<file path="src/rtl/row_mac_accum_if.sv">
// rtl/row_mac_accum_if.sv - chunk-in / row-result bus for row_mac_accum
interface row_mac_accum_if #(
  parameter int DW = 48,
  parameter int AW = 24,
  parameter int CW = 2
);
  logic [DW-1:0] dataI;
  logic [DW-1:0] weightI;
  logic          in_valid;
  logic          flush;
  logic [AW-1:0] FinalOutput;
  logic          out_valid;
  logic [CW-1:0] chunk_idx;
  logic          busy;
  logic          overflow;

  modport master (
    output dataI, weightI, in_valid, flush,
    input  FinalOutput, out_valid, chunk_idx, busy, overflow
  );

  modport slave (
    input  dataI, weightI, in_valid, flush,
    output FinalOutput, out_valid, chunk_idx, busy, overflow
  );
endinterface

</file>
<file path="src/rtl/row_mac_accum.sv">
// rtl/row_mac_accum.sv - lane-wise multiply of a 4-chunk row, pipelined row sum
module row_mac_accum #(
  parameter int LANES  = 6,
  parameter int LW     = 8,
  parameter int CHUNKS = 4,
  parameter int ACC_W  = 24
) (
  input logic           clock,
  input logic           reset,
  row_mac_accum_if.slave bus
);
  localparam int PW = 2 * LW;
  localparam int SW = PW + $clog2(LANES);
  localparam int CW = $clog2(CHUNKS);

  localparam logic [0:0] ST_IDLE  = 1'b0;
  localparam logic [0:0] ST_ACCUM = 1'b1;

  localparam logic [CW-1:0]  LAST_IDX = CW'(CHUNKS - 1);
  localparam logic [ACC_W-1:0] ACC_MAX = '1;

  logic [0:0]    state;
  logic [CW-1:0] idx;
  logic          accept;

  logic [PW-1:0] prod_c [LANES];
  logic [PW-1:0] s1_prod [LANES];
  logic          s1_valid;
  logic          s1_first;
  logic          s1_last;

  logic [SW-1:0] sum_c;
  logic [SW-1:0] s2_sum;
  logic          s2_valid;
  logic          s2_first;
  logic          s2_last;

  logic [ACC_W-1:0] acc;
  logic [ACC_W:0]   total_c;
  logic [ACC_W-1:0] next_acc_c;
  logic             sat_c;
  logic [ACC_W-1:0] final_q;
  logic             out_valid_q;
  logic             overflow_q;

  // flush beats a coincident chunk strobe
  assign accept = bus.in_valid & ~bus.flush;

  always_ff @(posedge clock) begin
    if (reset || bus.flush) begin
      state <= ST_IDLE;
      idx   <= '0;
    end else if (bus.in_valid) begin
      if (idx == LAST_IDX) begin
        state <= ST_IDLE;
        idx   <= '0;
      end else begin
        state <= ST_ACCUM;
        idx   <= idx + 1'b1;
      end
    end
  end

  always_comb begin
    for (int k = 0; k < LANES; k++) begin
      prod_c[k] = PW'(bus.dataI[k*LW +: LW]) * PW'(bus.weightI[k*LW +: LW]);
    end
  end

  always_ff @(posedge clock) begin
    if (reset || bus.flush) begin
      s1_valid <= 1'b0;
    end else begin
      s1_valid <= accept;
    end
  end

  always_ff @(posedge clock) begin
    if (accept) begin
      for (int k = 0; k < LANES; k++) begin
        s1_prod[k] <= prod_c[k];
      end
      s1_first <= (idx == '0);
      s1_last  <= (idx == LAST_IDX);
    end
  end

  always_comb begin
    sum_c = '0;
    for (int k = 0; k < LANES; k++) begin
      sum_c = sum_c + SW'(s1_prod[k]);
    end
  end

  always_ff @(posedge clock) begin
    if (reset || bus.flush) begin
      s2_valid <= 1'b0;
    end else begin
      s2_valid <= s1_valid;
    end
  end

  always_ff @(posedge clock) begin
    if (s1_valid) begin
      s2_sum   <= sum_c;
      s2_first <= s1_first;
      s2_last  <= s1_last;
    end
  end

  // A first-tagged chunk loads rather than adds, so rows can abut without a bubble.
  always_comb begin
    total_c    = (s2_first ? '0 : {1'b0, acc}) + (ACC_W+1)'(s2_sum);
    sat_c      = total_c[ACC_W];
    next_acc_c = sat_c ? ACC_MAX : total_c[ACC_W-1:0];
  end

  always_ff @(posedge clock) begin
    if (reset) begin
      acc         <= '0;
      final_q     <= '0;
      out_valid_q <= 1'b0;
      overflow_q  <= 1'b0;
    end else if (bus.flush) begin
      acc         <= '0;
      out_valid_q <= 1'b0;
    end else begin
      out_valid_q <= s2_valid & s2_last;
      if (s2_valid) begin
        acc        <= next_acc_c;
        overflow_q <= s2_first ? sat_c : (overflow_q | sat_c);
        if (s2_last) begin
          final_q <= next_acc_c;
        end
      end
    end
  end

  assign bus.FinalOutput = final_q;
  assign bus.out_valid   = out_valid_q;
  assign bus.chunk_idx   = idx;
  assign bus.busy        = (idx != '0) | s1_valid | s2_valid;
  assign bus.overflow    = overflow_q;

endmodule

</file>
<file path="src/flat_wrapper.sv">
// flat-port wrapper written by rule: the top's interface ports become plain ports
module row_mac_accum_flat 
#(
  parameter int LANES  = 6,
  parameter int LW     = 8,
  parameter int CHUNKS = 4,
  parameter int ACC_W  = 24
)
  (clock, reset, bus_dataI, bus_weightI, bus_in_valid, bus_flush, bus_FinalOutput, bus_out_valid, bus_chunk_idx, bus_busy, bus_overflow);
  row_mac_accum_if bus_i ();
  input logic clock;
  input logic reset;
  input wire logic [$bits(bus_i.dataI)-1:0] bus_dataI;
  input wire logic [$bits(bus_i.weightI)-1:0] bus_weightI;
  input wire logic [$bits(bus_i.in_valid)-1:0] bus_in_valid;
  input wire logic [$bits(bus_i.flush)-1:0] bus_flush;
  output wire logic [$bits(bus_i.FinalOutput)-1:0] bus_FinalOutput;
  output wire logic [$bits(bus_i.out_valid)-1:0] bus_out_valid;
  output wire logic [$bits(bus_i.chunk_idx)-1:0] bus_chunk_idx;
  output wire logic [$bits(bus_i.busy)-1:0] bus_busy;
  output wire logic [$bits(bus_i.overflow)-1:0] bus_overflow;
  assign bus_i.dataI = bus_dataI;
  assign bus_i.weightI = bus_weightI;
  assign bus_i.in_valid = bus_in_valid;
  assign bus_i.flush = bus_flush;
  assign bus_FinalOutput = bus_i.FinalOutput;
  assign bus_out_valid = bus_i.out_valid;
  assign bus_chunk_idx = bus_i.chunk_idx;
  assign bus_busy = bus_i.busy;
  assign bus_overflow = bus_i.overflow;
  row_mac_accum #(.LANES(LANES), .LW(LW), .CHUNKS(CHUNKS), .ACC_W(ACC_W)) u_core (.clock(clock), .reset(reset), .bus(bus_i));
endmodule
</file>
<file path="config.mk">
export PLATFORM = sky130hd
export DESIGN_NAME = row_mac_accum_flat
export DESIGN_NICKNAME = d
export VERILOG_FILES = /design/src/rtl/row_mac_accum_if.sv /design/src/rtl/row_mac_accum.sv /design/src/flat_wrapper.sv
export SDC_FILE = /design/constraint.sdc
export NUM_CORES = 1
export LEC_CHECK = 0
export CORE_MARGIN = 4
export CORE_UTILIZATION = 55
export DETAILED_ROUTE_END_ITERATION = 8
export PLACE_DENSITY = 0.82
export SYNTH_ARGS = -nofsm -noshare
export SYNTH_HDL_FRONTEND = slang
export SYNTH_SLANG_ARGS = --single-unit
</file>
<file path="constraint.sdc">
create_clock -name clock -period 6.1 [get_ports clock]
set_clock_uncertainty 0.15 [all_clocks]
set_input_delay 1.22 -clock clock [delete_from_list [all_inputs] [get_ports clock]]
set_output_delay 1.22 -clock clock [all_outputs]
set_load 0.05 [all_outputs]
</file>
==> results of run 1 <==
## worst reg2reg max path: cells and delay by family, from the launching register on
| kind | cells | cell delay [ns] |
|---|---|---|
| flip-flops | 1 | 0.42 |
| AND/OR/NAND/NOR | 5 | 0.81 |
| buffers and inverters | 4 | 0.33 |
| adder cells (fa/ha/maj) | 6 | 2.64 |
| AO/OA/AOI/OAI | 6 | 1.21 |
## cell families (layout without fill, tap and decap cells)
family,after synthesis,in the layout,share of synthesized area
adders and majority gates,540,540,0.406
xor gates and xnor gates,111,111,0.0451
AOI/OAI and AO/OA,316,316,0.0941
and+or+nand+nor,685,685,0.163
DFF,173,173,0.216
muxes,6,6,0.00290
buffers and inverters,418,570,0.0730
other,0,1,0
## how the worst min path moves through the flow
stage | endpoint | slack (ns)
floorplan | u_core.s2_first | 0.25
finish | u_core.s2_last | 0.27
global route | u_core.s2_first | 0.29
CTS | u_core.s2_first | 0.28
detailed placement | u_core.s2_last | 0.26
global placement | u_core.s2_last | 0.25
## final cells by class
cell class	count	area [µm²]	area share
clock buffers	19	464	0.0192
clock inverters	13	119	0.00493
flip-flops and latches	173	4650	0.193
multi-input cells	1658	15400	0.636
diodes	1	2.50	0.000104
repair buffers	148	1430	0.0593
inverters	390	1460	0.0607
well taps	518	648	0.0269
## layer usage
layer	vias to the layer above	routed length, µm
li1	7653	-
met1	7829	20100
met2	381	23400
met3	52	1760
met4	0	700
met5	-	0
## metrics by stage
stage | hold slack, ns | util | instances | area, µm²
after floorplan | 0.250 | - | 2249 | 21600
after global placement | 0.254 | 0.608 | 2887 | 23500
after detailed placement | 0.259 | 0.608 | 2887 | 23500
after CTS | 0.277 | 0.623 | 2919 | 24100
after global routing | 0.290 | 0.623 | 2920 | 24100
final | 0.273 | 0.623 | 2920 | 24100
## sequential cells by signal, summed over array words and instances, names as in the netlist
register and flops:
u_core.s1_last 1, u_core.s2_first 1, u_core.bus.chunk_idx 2, u_core.s1_first 1, u_core.s2_last 1, u_core.s1_prod 96, u_core.s1_valid 1, u_core.bus.overflow 1
u_core.s2_sum 19, u_core.acc 24, u_core.s2_valid 1, u_core.bus.FinalOutput 24, u_core.bus.out_valid 1
## placed cells by master (no fill, tap or decap), drive strengths merged, types with 83 or more instances in the layout
| master | count |
|---|---|
| a21oi | 93 |
| and2 | 225 |
| clkdlybuf4s50 | 128 |
| edfxtp | 119 |
| fa | 266 |
| ha | 274 |
| inv | 399 |
| nand2 | 215 |
| nor2 | 83 |
| xnor2 | 94 |
==> key figures, run 1 <==
Timing
  – Worst-Margin Slew: 1.14 ns
  – Maximum clock rate: 0.172 GHz
  – Pins Over Slew Limit: 0
  – Worst setup margin: 0.272 ns
  – Final Setup Violations: 0
  – RSZ-0062 raised after global routing: false
  – TNS Setup: 0 ns
  – Relative slew slack: 0.243
  – Endpoints failing hold: 0
  – Minimum clock period: 5.83 ns
  – Final period util: 0.955

Route
  – Drt total wl: 46000 µm
  – Initial DRC Count: 957
  – DRT Pass-1 Iters: 7
  – Vias: 15900
  – Vias/cell: 5.45
  – Wirelength per Cell: 15.7 µm
  – DRC errors left: 0
  – ANT nets after route: 0

Global routing
  – Busiest grt layer: met2
  – Congestion Overflow GR: 0
  – Initial antenna violation count: 1
  – M2 GR Usage: 0.397
  – Largest net degree at the start of global routing: 53
  – Number of global-route vias before repair: 16600
  – Met3 Track Usage GR: 0.0234
  – First-pass GRT wire length: 78700 µm
  – GRT Overall Usage: 0.224
  – Met1 Use GR: 0.301

Setup path
  – Startpoint types: flip-flop
  – R2r endpoint: u_core.s2_sum[14]
  – Worst R2R Start: u_core.s1_prod[1][0]
  – Crit path top cell by count: fa_1
  – CP top delay family: adder cells
  – Worst-path fanout max: 7
  – CP Class: flip-flop to flip-flop
  – Worst Setup SP: u_core.s1_prod[1][0]
  – WP depth: 21
  – Critical path destination: u_core.s2_sum[14]
  – Max incr delay on CP: 0.59 ns
  – CP Capture Type: flip-flop
  – Worst reg2reg setup slack: 0.27 ns
  – WP data arrival: 5.84 ns
  – Required @ worst endpoint: 6.11 ns
  – Worst Path Buf+Inv: 4
  – Reg2reg path depth: 21
  – Critical Path Slowest Stage Cell: fa_1
  – CP Cell Sequence: ha_1, inv_1, fa_1, nor2b_1, o21a_1, o21ai_0, a21oi_2, o21ai_0, nand4b_1, o311ai_1, buf_4, fa_1, fa_1, inv_1, fa_1, inv_1, ha_1, nand3_1, and4_1, a2111oi_0, nand3_1

CTS
  – Clk buf depth: 2
  – CTS Hold Bufs: 0
  – CTS tree: done
  – Worst skew pair latency: 0.44 ns
  – Setup bufs post-CTS: 0
  – Clk Tree Root Cell: clkbuf_16
  – CTS buffer count: 17
  – Clk sink count: 173
  – CTS HTree Levels: 4
  – Post-cts gate resize count: 0
  – Clock-pin slew on the worst setup and hold paths: 0.07 ns

Floorplan
  – Row count: 72
  – Die height: 206 µm
  – Initial Utilization: 0.557
  – Die W: 206 µm
  – # IOs: 129
  – CORE AREA: 38700 µm²
  – Die ar.: 42400 µm²

Final layout
  – Share of cells above drive strength 1: 0.0304
  – Nets@finish: 3028
  – Filler instances: 3137
  – Area Growth Syn to Fin: 12.0%

Synth
  – Share of the synthesized area in the top cell type: 0.247
  – Post-Syn Area: 21600 µm²
  – Yosys cell types: 66
  – Top cells by area, synth: fa_1 25%, edfxtp_1 17%, ha_1 16%, inv_1 6.8%, and2_1 6.5%
  – EDFF count, synth: 119
  – Cell count after synthesis: 2249
  – Largest area contributor in the netlist: fa_1
  – Mapped Nets: 2889
  – Syn. warnings: 0
  – Most numerous cell in the Yosys netlist: inv_1
  – Avg Inst Size Synth: 9.59 µm²
  – Main flop type after synthesis: edfxtp_1
  – Sequential area share after synthesis: 0.216
  – Async set or reset register ratio after synthesis: 0
  – Synth Register Bits: 173
  – Top cells by count, synth: 390 x inv_1, 274 x ha_1, 266 x fa_1

Placed design
  – Dpl hpwl: 38100 µm
  – Gp weighted congestion: 0.959
  – Dpl ws: 0.132 ns
  – Port buffer count: 128

Hold path
  – Min-delay worst type: flip-flop to flip-flop
  – Hold path startpoint: u_core.s1_last
  – Hold path depth: 0

Status
  – Status: complete, no violations

Run
  – Max-cap check violation count: 0
Power of run 1 is not shown: default switching activity piles up to over one toggle a cycle in this logic, so the estimate is an artifact.
==> run 2: changes to the inputs <==
- SLEW_MARGIN: not set -> 20
==> key figures, run 2 (synthesized netlist as in run 1, its figures left out) <==
Setup path
  – CP Cell Sequence: ha_1, inv_1, fa_1, nor2b_1, o21a_1, o21ai_0, a21oi_2, o21ai_0, nand4b_1, o311ai_1, buf_4, fa_1, fa_1, inv_1, fa_1, inv_1, ha_1, nand3_1, and4_1, a2111oi_0, nand3_1
  – Reg2reg path depth: 21 (unchanged)
  – Worst reg2reg setup slack: 0.27 ns (about the same)
  – WP data arrival: 5.85 ns (about the same)
  – Required @ worst endpoint: 6.11 ns (about the same)
  – Worst R2R Start: u_core.s1_prod[1][0]
  – R2r endpoint: u_core.s2_sum[14]
  – Startpoint types: flip-flop
  – Max incr delay on CP: 0.59 ns (about the same)
  – CP Class: flip-flop to flip-flop
  – Critical Path Slowest Stage Cell: fa_1
  – CP Capture Type: flip-flop
  – Worst-path fanout max: 7 (unchanged)
  – Crit path top cell by count: fa_1

Timing
  – Minimum clock period: 5.83 ns (+0.00549 ns)
  – TNS Setup: 0 ns (unchanged)
  – Worst-Margin Slew: 0.776 ns (-0.360 ns)
  – Pins Over Slew Limit: 0 (unchanged)
  – Maximum clock rate: 0.171 GHz (about the same)
  – RSZ-0062 raised after global routing: false
  – Final period util: 0.956 (about the same)
  – Endpoints failing hold: 0 (unchanged)
  – Relative slew slack: 0.483 (+0.240)
  – Final Setup Violations: 0 (unchanged)

Floorplan
  – Initial Utilization: 0.557 (unchanged)
  – # IOs: 129 (unchanged)
  – Row count: 72 (unchanged)
  – CORE AREA: 38700 µm² (unchanged)
  – Die ar.: 42400 µm² (unchanged)
  – Die W: 206 µm (unchanged)
  – Die height: 206 µm (unchanged)

Placed design
  – Port buffer count: 128 (unchanged)
  – Gp weighted congestion: 0.959 (unchanged)
  – Dpl hpwl: 38100 µm (unchanged)

Route
  – DRC errors left: 0 (unchanged)
  – ANT nets after route: 0 (unchanged)
  – Vias: 15900 (-0.18%)
  – Wirelength per Cell: 15.8 µm (+0.12%)
  – DRT Pass-1 Iters: 8 (+1)
  – Initial DRC Count: 1007 (+5.2%)
  – Drt total wl: 46000 µm (+0.12%)
  – Vias/cell: 5.44 (-0.18%)

Final layout
  – Most common cell after layout, fill and taps aside: inv_1
  – Most flop-heavy register: u_core.s1_prod
  – Commonest cells after routing, fill and taps aside: 390 x inv_1, 273 x ha_1, 266 x fa_1
  – Flip-flop count of the largest register after layout: 96 (unchanged)
  – Area Growth Syn to Fin: 12.0% (about the same)
  – Share of cells above drive strength 1: 0.0312 (+0.000833)
  – Nets@finish: 3028 (unchanged)

Global routing
  – Congestion Overflow GR: 0 (unchanged)
  – Largest net degree at the start of global routing: 53 (unchanged)
  – GRT Overall Usage: 0.224 (unchanged)
  – Initial antenna violation count: 1 (unchanged)
  – Number of global-route vias before repair: 16600 (unchanged)
  – First-pass GRT wire length: 78700 µm (unchanged)

Run
  – Max-cap check violation count: 0 (unchanged)

CTS
  – Clk buf depth: 2 (unchanged)
  – CTS tree: done
  – CTS buffer count: 17 (unchanged)
  – Worst skew pair latency: 0.44 ns (about the same)
  – CTS HTree Levels: 4 (unchanged)
  – Clk Tree Root Cell: clkbuf_16
  – Clk sink count: 173 (unchanged)
  – Clock-pin slew on the worst setup and hold paths: 0.07 ns (about the same)

Hold path
  – Hold path startpoint: u_core.s1_last
  – Hold Path End: u_core.s2_last
  – Min-delay worst type: flip-flop to flip-flop
  – Hold path depth: 0 (unchanged)

Status
  – Status: complete, no violations
[run 2: worst max-delay path: cells and delay by family, from the launching register on]
kind	cells	cell delay [ns]
adder cells (fa/ha/maj)	6	2.63
AO/OA/AOI/OAI	6	1.21
AND/OR/NAND/NOR	5	0.81
flip-flops	1	0.42
buffers and inverters	4	0.33
[run 2: final cells by class]
type	count	area [µm²]
Sequential cell	173	4660
Inverter	390	1460
Multi-Input combinational cell	1658	15400
Antenna cell	1	2.50
Clock buffer	19	464
Tap cell	518	648
Clock inverter	13	119
Fill cell	3136	14600
Timing Repair Buffer	148	1430
[run 2: how the worst max path moves through the flow]
stage | depth (start not counted) | slack, ns | endpoint | startpoint
final | 21 | 0.27 | u_core.s2_sum[14] | u_core.s1_prod[1][0]
after global routing | 19 | 0.01 | u_core.s2_sum[14] | u_core.s1_prod[1][1]
after CTS | 21 | 0.21 | u_core.s2_sum[14] | u_core.s1_prod[1][0]
after detailed placement | 14 | 0.13 | u_core.s1_prod[3][15] | bus_dataI[29]
after global placement | 14 | 0.26 | u_core.s1_prod[2][15] | bus_dataI[21]
after floorplan | 22 | 0.62 | u_core.s2_sum[18] | u_core.s1_prod[0][1]
[run 2: timing repair]
action / in CTS / in global routing
endpoints found under the setup margin: 0 / 4
resized for setup: 0 / 5
hold buffers: 0 / 0
setup buffers: 0 / 0
[run 2: per-stage QoR]
step                      instances  worst slack, ns  hold WS, ns  utilization  instance area [µm²]
after global placement         2887            0.257        0.254        0.608                23500
final                          2920            0.267        0.273        0.623                24100
after detailed placement       2887            0.132        0.259        0.608                23500
after CTS                      2919            0.213        0.277        0.623                24100
after floorplan                2249            0.616        0.250            -                21600
after global routing           2920           0.0111        0.290        0.623                24100
[run 2: layer usage]
metal / wire length, µm / vias up / global-route usage
met3: 1720 / 53 / 0.0234
met5: 0 / - / 0
met1: 20200 / 7811 / 0.301
met4: 703 / 0 / 0.0449
li1: - / 7645 / -
met2: 23400 / 377 / 0.397
Power of run 2 is left out for the same reason.
